### config.mk
export PLATFORM = sky130hd
export DESIGN_NAME = loop_sequencer
export DESIGN_NICKNAME = d
export VERILOG_FILES = /design/src/rtl/cdu_pkg.sv /design/src/rtl/read_counter.sv /design/src/rtl/loop_sequencer.sv
export SDC_FILE = /design/constraint.sdc
export NUM_CORES = 1
export LEC_CHECK = 0
export CAP_MARGIN = 30
export CORE_UTILIZATION = 40
export DETAILED_ROUTE_END_ITERATION = 16
export PLACE_DENSITY = 0.7
export SLEW_MARGIN = 20
export SYNTH_ARGS = -nofsm -noshare
export SYNTH_HDL_FRONTEND = slang
export SYNTH_SLANG_ARGS = --single-unit
### constraint.sdc
create_clock -name CLOCKH -period 3.2 [get_ports CLOCKH]
set_clock_uncertainty 0.2 [all_clocks]
set_input_delay 0.64 -clock CLOCKH [delete_from_list [all_inputs] [get_ports CLOCKH]]
set_output_delay 0.64 -clock CLOCKH [all_outputs]
set_load 0.02 [all_outputs]
### src/rtl/cdu_pkg.sv
// rtl/cdu_pkg.sv - shared loop-state enum, defaults and read-counter step helper
package cdu_pkg;

    typedef enum logic [1:0] {
        ST_IDLE   = 2'd0,
        ST_COARSE = 2'd1,
        ST_FINE1  = 2'd2,
        ST_FINE2  = 2'd3
    } loop_state_e;

    localparam int SETTLE_N_DEF = 8;
    localparam int RDCNT_W      = 16;
    localparam int SETTLE_W     = 8;

    // Coarse tracking moves the read pointer in large strides, fine stages by one.
    function automatic logic [RDCNT_W-1:0] step_size(input loop_state_e st, input int shift);
        logic [RDCNT_W-1:0] unit;
        unit = RDCNT_W'(1);
        return (st == ST_COARSE) ? (unit << shift) : unit;
    endfunction

endpackage

### src/rtl/read_counter.sv
// rtl/read_counter.sv - wrapping up/down read counter with registered step pulses
module read_counter
    import cdu_pkg::*;
#(
    parameter int W = RDCNT_W
) (
    input  logic         clk,
    input  logic         rst_n,
    input  logic         inc,
    input  logic         dec,
    input  logic [W-1:0] step,
    output logic [W-1:0] count,
    output logic         step_up,
    output logic         step_dn
);

    logic do_up;
    logic do_dn;

    assign do_up = inc && !dec;
    assign do_dn = dec && !inc;

    always_ff @(posedge clk or negedge rst_n) begin
        if (!rst_n) begin
            count   <= '0;
            step_up <= 1'b0;
            step_dn <= 1'b0;
        end else begin
            step_up <= do_up;
            step_dn <= do_dn;
            if (do_up) begin
                count <= count + step;
            end else if (do_dn) begin
                count <= count - step;
            end
        end
    end

endmodule

### src/rtl/loop_sequencer.sv
// rtl/loop_sequencer.sv - coarse/fine tracking loop sequencer; LOOP_FINE2_EN adds the FINE2 stage
module loop_sequencer
    import cdu_pkg::*;
#(
    parameter int SETTLE_N     = SETTLE_N_DEF,
    parameter int COARSE_SHIFT = 4
) (
    input  logic               CLOCKH,
    input  logic               rst_n,
    input  logic               FAZ2HI,
    input  logic               fine1_en,
    input  logic               ATPC1,
    input  logic               ATPF1,
    input  logic               ATPF2,
    input  logic               AUPLVL,
    input  logic               ADNLVL,
    output logic               ATLC1H,
    output logic               ATLF1H,
    output logic               ATLF2H,
    output logic               AAO,
    output logic               STEP_UP,
    output logic               STEP_DN,
    output logic [RDCNT_W-1:0] RDCNT
);

    localparam logic [SETTLE_W-1:0] SETTLE_LIM  = SETTLE_W'(SETTLE_N);
    localparam logic [SETTLE_W-1:0] SETTLE_LAST = SETTLE_LIM - 1'b1;

`ifdef LOOP_FINE2_EN
    localparam loop_state_e TERM_ST = ST_FINE2;
`else
    localparam loop_state_e TERM_ST = ST_FINE1;
`endif

    loop_state_e         state_q;
    loop_state_e         state_d;
    logic [SETTLE_W-1:0] cnt_q;
    logic [SETTLE_W-1:0] cnt_d;
    logic                aao_q;
    logic                aao_d;
    logic                fallback;
    logic                quiet;
    logic                step_inc;
    logic                step_dec;
    logic [RDCNT_W-1:0]  step_amt;

    assign fallback = ATPC1 || !fine1_en;

    always_comb begin
        quiet = 1'b1;
        case (state_q)
            ST_FINE1: quiet = !ATPF1;
            ST_FINE2: quiet = !ATPF2;
            default:  quiet = 1'b1;
        endcase
    end

    always_comb begin
        state_d = state_q;
        cnt_d   = cnt_q;
        aao_d   = aao_q;
        if (FAZ2HI) begin
            case (state_q)
                ST_IDLE: begin
                    state_d = ST_COARSE;
                    cnt_d   = '0;
                end
                default: begin
                    if (fallback) begin
                        state_d = ST_COARSE;
                        cnt_d   = '0;
                    end else if (state_q == ST_FINE2 && ATPF1) begin
                        state_d = ST_FINE1;
                        cnt_d   = '0;
                    end else if (!quiet) begin
                        cnt_d = '0;
                    end else if (cnt_q >= SETTLE_LAST) begin
                        // The terminal stage holds a saturated count so AAO stays up.
                        if (state_q == TERM_ST) begin
                            cnt_d = SETTLE_LIM;
                        end else begin
                            state_d = (state_q == ST_COARSE) ? ST_FINE1 : ST_FINE2;
                            cnt_d   = '0;
                        end
                    end else begin
                        cnt_d = cnt_q + 1'b1;
                    end
                end
            endcase
            aao_d = (state_d == TERM_ST) && (cnt_d == SETTLE_LIM);
        end
    end

    always_ff @(posedge CLOCKH or negedge rst_n) begin
        if (!rst_n) begin
            state_q <= ST_IDLE;
            cnt_q   <= '0;
            aao_q   <= 1'b0;
            ATLC1H  <= 1'b0;
            ATLF1H  <= 1'b0;
            ATLF2H  <= 1'b0;
        end else begin
            state_q <= state_d;
            cnt_q   <= cnt_d;
            aao_q   <= aao_d;
            ATLC1H  <= (state_d == ST_COARSE);
            ATLF1H  <= (state_d == ST_FINE1);
`ifdef LOOP_FINE2_EN
            ATLF2H  <= (state_d == ST_FINE2);
`else
            ATLF2H  <= 1'b0;
`endif
        end
    end

    assign AAO = aao_q;

    // Step size follows the stage the strobe arrived in, not the one it moves to.
    assign step_inc = FAZ2HI && (state_q != ST_IDLE) && AUPLVL && !ADNLVL;
    assign step_dec = FAZ2HI && (state_q != ST_IDLE) && ADNLVL && !AUPLVL;
    assign step_amt = step_size(state_q, COARSE_SHIFT);

    read_counter #(
        .W (RDCNT_W)
    ) u_read_counter (
        .clk     (CLOCKH),
        .rst_n   (rst_n),
        .inc     (step_inc),
        .dec     (step_dec),
        .step    (step_amt),
        .count   (RDCNT),
        .step_up (STEP_UP),
        .step_dn (STEP_DN)
    );

endmodule
* Yosys cells after proc, flatten, opt, wreduce, memory -nomap -nowiden
Cells that the tools add are included.
** Storage, ports and cells
- Register bits :: 31
- Logic and storage cells :: 59
** Cells by class
- Add/subtract/negate cells :: 3
- $lt $le $gt $ge :: 1
- Eq/ne operators :: 7
- Multiplexer cells :: 20
- Reductions and logical operators :: 20
** Operator list (count)
- $mux W8 :: 6
- $mux W16 :: 2
- $add A16 B5 Y16 :: 1
- $mux W2 :: 8
- $sub A16 B5 Y16 :: 1
- $logic_and A1 B1 Y1 :: 9
- $add A8 B1 Y8 const B :: 1
- $eq A2 B2 Y1 const B :: 4
- $eq A8 B4 Y1 const B :: 1
- $ge A8 B3 Y1 const B :: 1
- $logic_not A1 Y1 :: 7
- $mux W5 :: 1
- $eq A2 B1 Y1 const B :: 2
- $mux W4 :: 1
- $reduce_bool A2 Y1 :: 2
- $logic_not A2 Y1 :: 1
- $pmux W1 S2 :: 1
- $logic_or A1 B1 Y1 :: 1
- $mux W1 :: 1

* Depth between registers and ports, before layout
Gate-level depths: netlist (run 1).
- Word-level depth :: 11
- Depth in mapped cells :: 17
- Gate-level depth less buffers :: 16

* By module
A second synthesis (run 1) with hierarchy kept.
** Second synthesis, totals
- Cells, all modules :: 265
- Area, all modules :: 2408.6 um^2
** By module, submodules not included
- read_counter :: times used 1, cells each 196, area each 1699.1 um^2
- loop_sequencer :: times used 1, cells each 69, area each 709.4 um^2

* Worst setup path before layout (run 1)
OpenSTA, ideal clock, no wires.
- Kind :: register to register
- Start :: register state_q[1]
- End :: register u_read_counter.count[14]
- Library setup time :: 0.076 ns
- Arrival time :: 3.205 ns
- Slack :: -0.282 ns
- Cell stages (with the launch flop) :: 17
- Path buffers :: 1
- Path through :: dfrtp_1 inv_1 ha_1 nor2b_1 nand3b_1 ha_1 or2_1 buf_6 xnor2_1 ha_1 or3b_2 o211ai_1 a31oi_1 o21ai_1 o41ai_2 xor2_1 o21ai_1
** On the way
- Cells in the longest elaborated chain, start to end :: 7
- Elaborated cells between the ends (all ways) :: 17
- Those cells by class :: add/sub: 2; eq/ne: 1; mux: 3; reduce/logical: 11
** Ends and longest elaborated chain
- from (decl) :: RTL line loop_sequencer.sv:35 : loop_state_e state_q;
- from (signal assigned) :: RTL line loop_sequencer.sv:103 : state_q <= state_d;
- $reduce_bool A2 Y1 * :: RTL line loop_sequencer.sv:119, loop_sequencer.sv:120
- $logic_and A1 B1 Y1 * :: RTL line loop_sequencer.sv:119, loop_sequencer.sv:120
- $logic_and A1 B1 Y1 (2 in series) :: RTL line loop_sequencer.sv:120 : assign step_dec = FAZ2HI && (state_q != ST_IDLE) && ADNLVL && !AUPLVL;
- $logic_not A1 Y1 :: RTL line read_counter.sv:20 : assign do_up = inc && !dec;
- $logic_and A1 B1 Y1 * :: RTL line read_counter.sv:20
- via u_read_counter.do_up :: RTL line read_counter.sv:17 : logic do_up;
- $mux W16 or $reduce_bool A2 Y1 (tied branches)
- to (signal assigned) :: RTL line read_counter.sv:32 : count <= count + step;
- to (signal assigned) :: RTL line read_counter.sv:34 : count <= count - step;
- to (decl) :: RTL line read_counter.sv:12 : output logic [W-1:0] count,
The timed path passes the listed nets; every way through them passes the cells marked *. The select of a mux whose other input is x is not followed.
A chain may end at the register's enable or synchronous reset.

* Worst setup path after layout (run 1)
- Start :: input port FAZ2HI
- End :: register u_read_counter.count[14]
** On the way
- Cells in the longest elaborated chain, start to end :: 6
- Elaborated cells between the ends (all ways) :: 11
- Those cells by class :: mux: 1; reduce/logical: 10
** Ends and longest elaborated chain
- from (decl) :: RTL line loop_sequencer.sv:10 : input logic FAZ2HI,
- $logic_and A1 B1 Y1 * :: RTL line loop_sequencer.sv:119, loop_sequencer.sv:120
- $logic_and A1 B1 Y1 (2 in series) :: RTL line loop_sequencer.sv:120
- $logic_not A1 Y1 :: RTL line read_counter.sv:20
- $logic_and A1 B1 Y1 * :: RTL line read_counter.sv:20
- via u_read_counter.do_up :: RTL line read_counter.sv:17
- $mux W16 or $reduce_bool A2 Y1 (tied branches)
The timed path passes the listed nets; every way through them passes the cells marked *.

==> impl_metrics.json, run 1 <==
{
  "hp-start": "u_read_counter.count[15]$_DFFE_PN0P_",
  "dr.pass1.iters": 4,
  "clock_path_buffers": 2,
  "yosys-top-cells-area": "dfrtp_1 (38%), ha_1 (12%), a21oi_1 (4.8%)",
  "timing.rr.start": "state_q[0]$_DFF_PN0_",
  "dieArea_sq_um": 5462,
  "synth_top_area_cell": "dfrtp_1",
  "start_util_pct": 42.66,
  "ys_async_sr_fraction_pct": 100.0,
  "fmax_mhz": 309.7,
  "combPwrFrac_pct": 62.2,
  "via_per_inst": 5.061,
  "final_net_count": 322,
  "post-route-util_pct": 59.38,
  "crit_type": "input port to register",
  "detail_route.iter0.violations": 126,
  "fp.dieH_microns": 73.91,
  "worst_pin_slew_ps": 635.2,
  "drive_gt1_share_pct": 25.85,
  "syn-cell-area_sq_um": 2068,
  "yosysUniqueCellTypes": 45,
  "syn_nets": 254,
  "synth_seq_cells": 31,
  "min_path_type": "register to register",
  "synth_top_area_share_pct": 37.51,
  "internal_power_mw": 1.372,
  "final_common_cell": "buf_4",
  "end_kind": "register",
  "gp_congestion": 0.8423,
  "syn_to_final_growth_pct": 39.20,
  "p_per_area_nw_per_um2": 807.0,
  "critPathArrivalTime_ps": 3180,
  "cts_sinks": 31,
  "r2r_cells": 17,
  "pre_cts_ws_ps": -598.3,
  "routed_wl_microns": 4742,
  "grt_max_degree": 32,
  "rsz0062_at_grt": "true",
  "avgSynthCellArea_sq_um": 9.192,
  "hold_viol_final": 0,
  "run_status": "complete, but fails checks",
  "grt_overflow_total": 0,
  "routedWlPerCell_microns": 13.14,
  "grt_use_total_pct": 18.80,
  "power_mw": 2.323,
  "critPathRequiredTime_ps": 3150,
  "antenna_cells": 0,
  "vias": 1827,
  "rows": 25,
  "mostFrequentLayoutCells": "buf_4 (40), dfrtp_1 (31), clkdlybuf4s50_1 (26)",
  "p_seq_share_pct": 25.0,
  "rrSetupSlack_ps": -30,
  "yosys_warnings": 0,
  "ant_nets": 0,
  "core_sq_um": 4848,
  "insertion_delay_ps": 290,
  "p_sw_share_pct": 40.96,
  "clk_pin_slew_ps": 60,
  "synth-edff-count": 0,
  "cp_max_fo": 5,
  "peakVddDrop_mv": 0.3743,
  "cts_buffers": 5,
  "antenna_found_initial": 0,
  "holdPathStages": 1,
  "whs_endpoint": "u_read_counter.count[15]$_DFFE_PN0P_",
  "ys_seq_area_share_pct": 37.51,
  "fp.dieW_microns": 73.91,
  "clock_power_share_pct": 12.8,
  "ctsHtreeMaxLevel": 2,
  "grt_pass1_wl_microns": 7693,
  "violations": "setup timing",
  "cts_hold_buf": 0,
  "grt_pass1_vias": 1724,
  "slew_violations": 0,
  "portBuffers": 29,
  "worst_slack_ps": -29.45,
  "period_share_pct": 100.9,
  "clock_tree.root_cell": "clkbuf_8",
  "slew_headroom_pct": 57.66,
  "cp-start-kind": "input port",
  "fin_cells": 361,
  "setup_tns_ps": -46.96,
  "io_pins": 31,
  "cts_tree": "built",
  "p_leak_nw": 1.346,
  "min_period_ps": 3229,
  "placed_cells": 348,
  "synthFlopType": "dfrtp_1",
  "power_switching_uw": 951.6,
  "drc_errors": 0,
  "drv_cap": 0,
  "setup_viol": 2,
  "synthesis.instances": 225,
  "r2r_end": "u_read_counter.count[14]$_DFFE_PN0P_",
  "hpwlAfterDp_microns": 3425
}
critical path: stages:
cell	delay, ps
dlygate4sd2_1	210
nor2b_4	140
nand3b_1	110
inv_2	90
ha_4	140
buf_4	120
clkinvlp_4	140
ha_1	330
buf_4	150
a21oi_1	130
nor2b_1	60
o21ai_0	260
o21ai_2	140
o41ai_2	260
xor2_1	180
o21ai_1	80
per-stage QoR:
step	area (sq um)	hold slack, ps
after floorplan	2113	144.4
after global routing	2879	302.2
final	2879	281.9
after CTS	2834	284.0
after detailed placement	2709	270.6
after global placement	2709	279.4
logic make-up (layout without fill, tap and decap cells):
| logic type | count (synthesis) | in the layout | synth area share [%] |
|---|---|---|---|
| and+or+nand+nor | 69 | 69 | 16.82 |
| AOI/OAI and AO/OA | 62 | 62 | 19.78 |
| DFF | 31 | 31 | 37.51 |
| buffers and inverters | 22 | 91 | 4.537 |
| adders and majority gates | 20 | 20 | 12.10 |
| xor gates and xnor gates | 14 | 14 | 5.929 |
| muxes | 6 | 6 | 3.146 |
| other | 1 | 1 | 0.1813 |
flip-flops by register name, indices dropped and copies added (netlist names):
name / flops
state_q: 2
u_read_counter.step_up: 1
u_read_counter.count: 16
ATLC1H: 1
u_read_counter.step_dn: 1
AAO: 1
cnt_q: 8
ATLF1H: 1
synth_stat cells (all sizes together), types with 6 or more instances:
master / instances
xor2: 6
nor2b: 9
inv: 14
nand2b: 6
nand2: 23
xnor2: 8
dfrtp: 31
a21oi: 20
ha: 20
o21ai: 17
nor2: 11
clkbuf: 6
power by group through the flow:
| stage | Clock (mW) | Sequential, mW | Combinational, mW |
|---|---|---|---|
| after detailed placement | 0 | 0.587 | 1.35 |
| final | 0.298 | 0.580 | 1.45 |
| after floorplan | 0 | 0.662 | 0.743 |
| after global placement | 0 | 0.587 | 1.33 |
| after global routing | 0.320 | 0.595 | 1.58 |
| after CTS | 0.305 | 0.580 | 1.38 |
per-layer routing:
layer / vias up / track usage, % / part of all wire, %
met5: - / 0 / 0
met4: 0 / 7.692 / 1.7
met3: 5 / 4.527 / 2.4
met2: 23 / 30.10 / 48
met1: 870 / 24.35 / 48
li1: 929 / - / -
worst max path at each step:
stage	startpoint	end	slack (ps)	cells after the start
6_report	FAZ2HI	u_read_counter.count[14]$_DFFE_PN0P_	-30	16
5_1_grt	state_q[0]$_DFF_PN0_	u_read_counter.count[14]$_DFFE_PN0P_	-300	17
4_1_cts	state_q[1]$_DFF_PN0_	u_read_counter.count[14]$_DFFE_PN0P_	-130	15
3_5_place_dp	FAZ2HI	u_read_counter.count[14]$_DFFE_PN0P_	-600	14
3_3_place_gp	FAZ2HI	u_read_counter.count[14]$_DFFE_PN0P_	-520	14
2_1_floorplan	FAZ2HI	u_read_counter.count[14]$_DFFE_PN0P_	-30	14
final cells by class:
class	count	area, sq um
multi-input combinational	172	1292
sequential	31	775.7
timing repair buffer	69	586.8
clock buffer	5	68.82
inverter	14	56.30
tap	67	83.83
fill	425	1969
clock inverter	3	15.01
timing repair:
action,4_1_cts,5_1_grt
buffers inserted,3,2
pin swaps,12,10
endpoints found under the setup margin,9,9
resized for setup,9,8
Power figures use the tool's default switching activity.
==> run 2: changes to the inputs <==
--- a/config.mk
+++ b/config.mk
@@ -5,7 +5,6 @@
 export SDC_FILE = /design/constraint.sdc
 export NUM_CORES = 1
 export LEC_CHECK = 0
-export CAP_MARGIN = 30
 export CORE_UTILIZATION = 40
 export DETAILED_ROUTE_END_ITERATION = 16
 export PLACE_DENSITY = 0.7
==> results of run 2 <==
No change in the layout: final DEF, timing and power equal those of run 1.
==> run 3: changes to the inputs <==
--- a/config.mk
+++ b/config.mk
@@ -7,8 +7,9 @@
 export LEC_CHECK = 0
 export CORE_UTILIZATION = 40
 export DETAILED_ROUTE_END_ITERATION = 16
-export PLACE_DENSITY = 0.7
+export PLACE_DENSITY = 0.69
 export SLEW_MARGIN = 20
 export SYNTH_ARGS = -nofsm -noshare
 export SYNTH_HDL_FRONTEND = slang
+export SYNTH_HIERARCHICAL = 1
 export SYNTH_SLANG_ARGS = --single-unit
==> impl_metrics.json, run 3 <==
{
  "hp-start": "u_read_counter/count[15]$_DFFE_PN0P_",
  "insertion_delay_ps": 280,
  "num-fill-cells": 409,
  "cp-startpoint": "state_q[1]$_DFF_PN0_",
  "post-route-util_pct": 70.88,
  "dieArea_sq_um": 6335,
  "fin_cells": 493,
  "routed_wl_microns": 6918,
  "drive_gt1_share_pct": 38.72,
  "antenna_cells": 0,
  "synthFlopType": "dfrtp_1",
  "fp.dieW_microns": 79.60,
  "grt_use_total_pct": 21.76,
  "hold_viol_final": 0,
  "cts_tree": "built",
  "setup_tns_ps": -2392,
  "synth_top_area_cell": "dfrtp_1",
  "synthesis.instances": 265,
  "core_sq_um": 5642,
  "crit_type": "register to register",
  "ctsHtreeMaxLevel": 2,
  "critPathMaxStageDelay_ps": 400,
  "min_path_type": "register to register",
  "setup_viol": 9,
  "synth_top_area_share_pct": 32.21,
  "period_share_pct": 112.3,
  "whs_ps": 302.6,
  "pre_cts_ws_ps": -822.4,
  "peakVddDrop_mv": 0.5531,
  "synth-edff-count": 0,
  "final_common_cell": "buf_4",
  "ys_async_sr_fraction_pct": 100.0,
  "hpwlAfterDp_microns": 4471,
  "cts_sinks": 31,
  "clock_path_buffers": 2,
  "worst_slack_ps": -395.2,
  "synth_seq_cells": 31,
  "mostFrequentLayoutCells": "buf_4 (78), conb_1 (43), dfrtp_1 (31)",
  "grt_pass1_wl_microns": 10640,
  "syn-cell-area_sq_um": 2409,
  "worstPathCellList": "inv_2, ha_4, nand2b_4, nor3b_4, inv_2, ha_4, buf_6, buf_6, a21oi_4, xor2_1, ha_1, buf_4, buf_4, buf_4, buf_4, a31o_4, a31oi_1, xor2_1, o21ai_1",
  "cp_num_buf_inv": 8,
  "ant_nets": 0,
  "violations": "setup timing",
  "cp_max_fo": 4,
  "clk_pin_slew_ps": 80,
  "drv_cap": 0,
  "syn_to_final_growth_pct": 66.03,
  "rows": 27,
  "start_util_pct": 42.69,
  "detail_route.iter0.violations": 111,
  "end_kind": "register",
  "rsz0062_at_grt": "true",
  "crit_top_cell": "buf_4",
  "grt_max_degree": 32,
  "yosys-top-cells-area": "dfrtp_1 (32%), ha_1 (14%), xor2_1 (6.2%)",
  "fmax_mhz": 278.2,
  "min_period_ps": 3595,
  "drc_errors": 0,
  "p_leak_nw": 1.835,
  "synthTopCellsByCount": "dfrtp_1 (31), ha_1 (26), nand2_1 (24)",
  "gp_congestion": 0.8518,
  "io_pins": 31,
  "final_net_count": 456,
  "via_per_inst": 4.933,
  "slew_violations": 0,
  "synth_most_common_cell": "dfrtp_1",
  "ys_seq_area_share_pct": 32.21,
  "grt_pass1_vias": 2307,
  "path_delay_family": "buffers and inverters",
  "antenna_found_initial": 0,
  "vias": 2432,
  "yosys_warnings": 6,
  "critPathRequiredTime_ps": 3170,
  "p_per_area_nw_per_um2": 690.1,
  "clock_tree.root_cell": "clkbuf_8",
  "run_status": "complete, but fails checks",
  "avgSynthCellArea_sq_um": 9.089,
  "portBuffers": 29,
  "timing.rr.start": "state_q[1]$_DFF_PN0_",
  "cp-start-kind": "register",
  "placed_cells": 448,
  "routedWlPerCell_microns": 14.03,
  "slowest_stage": "dfrtp_1",
  "grt_overflow_total": 0,
  "fp.dieH_microns": 79.60,
  "largestRegisters": "u_read_counter/count (16), cnt_q (8), state_q (2)",
  "cts_buffers": 5,
  "top_register": "u_read_counter/count",
  "largest_reg_flops": 16,
  "dr.pass1.iters": 4,
  "critPathArrivalTime_ps": 3570,
  "yosysUniqueCellTypes": 53
}
==> run 3: cell types whose count changed after synthesis, moves of 3 or more <==
cell     before  now
xor2_1        6   17
nor2b_1       9    6
a31o_2        0    3
ha_1         20   26
or3_1         0    4
o21ai_0      13   22
==> run 3: cell families after synthesis <==
kind of cell	Yosys count	share of synthesized area (%)
compound gates	80	21.40
xor+xnor	28	10.49
fa+ha+maj	27	14.34
buf+inv	22	3.636
flops	31	32.21
mux	4	1.818
other cells	1	0.1557
simple gates	72	15.95
==> run 3: layer usage <==
metal	global-route usage (%)	vias up	share of wire, %
li1	-	1210	-
met1	26.96	1159	44
met2	37.95	55	51
met3	3.543	8	3.6
met4	7.273	0	1.3
met5	0	-	0
==> run 3: final timing paths <==
check	endpoint	slack, ps	depth (start not counted)
worst min register to register	u_read_counter/count[15]$_DFFE_PN0P_	300	1
worst min-delay path	u_read_counter/count[15]$_DFFE_PN0P_	300	1
max in group asynchronous	ATLF1H$_DFF_PN0_	1950	2
min in group asynchronous	u_read_counter/count[13]$_DFFE_PN0P_	550	2
worst max-delay path	u_read_counter/count[12]$_DFFE_PN0P_	-400	19
worst max register to register	u_read_counter/count[12]$_DFFE_PN0P_	-400	19
==> run 3: cell type report <==
type	instances	area [sq um]	area share, %
inverter	16	60.06	1.502
clock inverter	2	35.03	0.8761
timing repair buffer	112	928.4	23.22
multi-input combinational	254	2027	50.69
tap	72	90.09	2.253
clock buffer	6	82.58	2.065
sequential	31	775.7	19.40
==> run 3: per-stage QoR <==
| step | power, mW | area, sq um |
|---|---|---|
| after floorplan | 1.408 | 2669 |
| after CTS | 2.545 | 3709 |
| final | 2.760 | 3999 |
| after global placement | 2.008 | 3357 |
| after detailed placement | 2.029 | 3357 |
| after global routing | 2.941 | 3999 |
==> run 3: power by group <==
group / total [mW] / leakage, nW / switching (mW) / internal (mW)
logic: 1.74 / 1.38 / 0.817 / 0.924
registers: 0.601 / 0.395 / 0.109 / 0.492
clock network: 0.418 / 0.0612 / 0.166 / 0.252
==> run 3: timing repair <==
item                                    in CTS  in global routing
hold buffers                                 0                  0
buffers inserted                            23                 18
pin swaps                                   26                 37
endpoints found under the setup margin      12                 19
endpoints found under the hold margin        0                  0
resized for setup                           21                 40
==> edit, RTL diff (config.mk and constraints of run 1) <==
Remove the register `ATLF1H`: a continuous assignment takes its place, so the output `ATLF1H` follows one clock earlier.
--- a/src/rtl/loop_sequencer.sv
+++ b/src/rtl/loop_sequencer.sv
@@ -97,14 +97,12 @@
             cnt_q   <= '0;
             aao_q   <= 1'b0;
             ATLC1H  <= 1'b0;
-            ATLF1H  <= 1'b0;
             ATLF2H  <= 1'b0;
         end else begin
             state_q <= state_d;
             cnt_q   <= cnt_d;
             aao_q   <= aao_d;
             ATLC1H  <= (state_d == ST_COARSE);
-            ATLF1H  <= (state_d == ST_FINE1);
 `ifdef LOOP_FINE2_EN
             ATLF2H  <= (state_d == ST_FINE2);
 `else
@@ -112,6 +110,8 @@
 `endif
         end
     end
+
+    assign ATLF1H = (state_d == ST_FINE1);
 
     assign AAO = aao_q;
 
Check against the original RTL: not equivalent (Yosys sat finds a counterexample within 10 cycles, from zero or initial values and one cycle with rst_n low).
==> edit against run 1 <==
The flow still finishes with violations (setup timing). Synthesized area decreased by 1.2%. Sequential cell count decreased by 1. Via count increased by 7.4%. Power increased by 12%. Largest cell class unchanged. Wire length increased by 16%. Design area increased by 9.2%. Largest power group unchanged. Highest routed layer unchanged. Setup slack got worse by 0.088 ns. Critical endpoint is now u_read_counter.count[6].
==> edit: results (changes against run 1) <==
OUTCOME='complete, but fails checks'  # unchanged
FAILING_CHECKS='setup timing'  # unchanged
TOTAL_LEAKAGE_POWER_nW=1.46  # was 1.35 nW
PIN_COUNT_OF_THE_BIGGEST_NET_ENTERING_GLOBAL_ROUTING=31  # was 32
LAYOUT.FILLER_CELLS=383  # was 425
CRITICAL_PATH.MAX_STAGE_DELAY_NS=0.39  # was 0.33 ns
SIGNAL_BUFFERS=88  # was 69
TIMING.FINAL.SETUP_VIOLATIONS=5  # was 2
WORST-PATH-MAX-FANOUT=4  # was 5
WORST_IR_DROP_VDD_V=0.000354  # was 0.000374 V
MULTI_INPUT_COMB_AREA_UM2=1410  # was 1290 µm²
FIRST_PASS_GRT_WIRE_LENGTH_UM=8130  # was 7690 µm
SYN_AVG_CELL_AREA_UM2=9.12  # was 9.19 µm²
DETAIL_ROUTE.WL_PER_CELL_UM=14.6  # was 13.1 µm
SETUP_SLACK_OF_THE_WORST_REGISTER_TO_REGISTER_PATH_NS=-0.12  # was -0.03 ns
GR-USAGE-MET3_PCT=4.66  # was 4.53%
LAYOUT.BUFFER.NONCLOCK.AREA_SHARE_PCT=24.0  # was 20.4%
YOSYSSEQAREASHARE_PCT=36.7  # was 37.5%
PLACE_HPWL_UM=3440  # was 3420 µm
CLOCK_SINKS=30  # was 31
SETUP-TNS-FINAL_NS=-0.379  # was -0.0470 ns
FINALWIRELENGTH_UM=5520  # was 4740 µm
SYNTH_FP_NETS=253  # was 254
MET3WIRELENGTH_UM=182  # was 115 µm
GR-USAGE-ALL-LAYERS_PCT=19.9  # was 18.8%
POST_ROUTE_CELLS_DRIVE_ABOVE_1_SHARE_PCT=35.6  # was 25.9%
TIMING_WORST_SLEW_PIN_VALUE_NS=0.608  # was 0.635 ns
DRTITER0DRC=102  # was 126
WORSTREG2REGEND='u_read_counter.count[6]'  # was u_read_counter.count[14]
MET2ROUTEDLENGTH_UM=2750  # was 2270 µm
VIAS=1963  # was 1827
USE_MET2_PCT=31.5  # was 30.1%
TIMING.CRITICAL_PATH.ARRIVAL_NS=3.29  # was 3.18 ns
CRIT-REG2REG-LAUNCH='state_q[1]'  # was state_q[0]
LAYOUT.NETS=340  # was 322
GP_ROUTABILITY_CONGESTION=0.885  # was 0.842
SETUP_WS_NS=-0.117  # was -0.0294 ns
GLOBAL_ROUTE_MET1_USAGE_PCT=25.9  # was 24.4%
REG2REG_DEPTH=16  # was 17
LAYOUT.SEQUENTIAL_CELLS=30  # was 31
-- edit: worst max path at each step --
stage	startpoint	endpoint	slack [ns]
after floorplan	FAZ2HI	u_read_counter.count[14]	-0.03
after CTS	state_q[1]	u_read_counter.count[14]	-0.03
after detailed placement	FAZ2HI	u_read_counter.count[10]	-0.62
after global placement	FAZ2HI	u_read_counter.count[10]	-0.54
after global routing	state_q[1]	u_read_counter.count[8]	-0.33
final	state_q[1]	u_read_counter.count[6]	-0.12
-- edit: stage by stage --
| step | utilization (%) | cell area, µm² | hold slack [ns] | setup WS, ns |
|---|---|---|---|---|
| 6_report | 65.2 | 3140 | 0.272 | -0.117 |
| 5_1_grt | 65.2 | 3140 | 0.314 | -0.332 |
| 4_1_cts | 61.2 | 2950 | 0.281 | -0.0349 |
| 3_5_place_dp | 57.0 | 2740 | 0.273 | -0.621 |
| 3_3_place_gp | 57.0 | 2740 | 0.263 | -0.543 |
| 2_1_floorplan | - | 2090 | 0.144 | -0.0266 |
-- edit: logic make-up (layout without fill, tap and decap cells) --
group,count (synthesis),in the layout,synth area share (%)
buffers and inverters,22,110,4.59
adder cells (fa/ha/maj),20,20,12.2
XOR/XNOR,14,14,6.00
multiplexers,6,6,3.18
flip-flops,30,30,36.7
other,1,1,0.184
AO/OA/AOI/OAI,62,62,20.0
AND/OR/NAND/NOR,69,69,17.0
-- edit: timing repair --
item                       4_1_cts  5_1_grt
buffers inserted                11        7
setup endpoints to repair        9       10
hold buffers                     0        0
resized for setup               15       35
pin swaps                        8       22
-- edit: report_power, final --
group	total, mW	switching (mW)	leakage (nW)	internal, mW
Clock	0.319	0.146	0.0482	0.173
Combinational	1.70	0.818	1.03	0.886
Sequential	0.576	0.106	0.381	0.470
Total	2.60	1.07	1.46	1.53
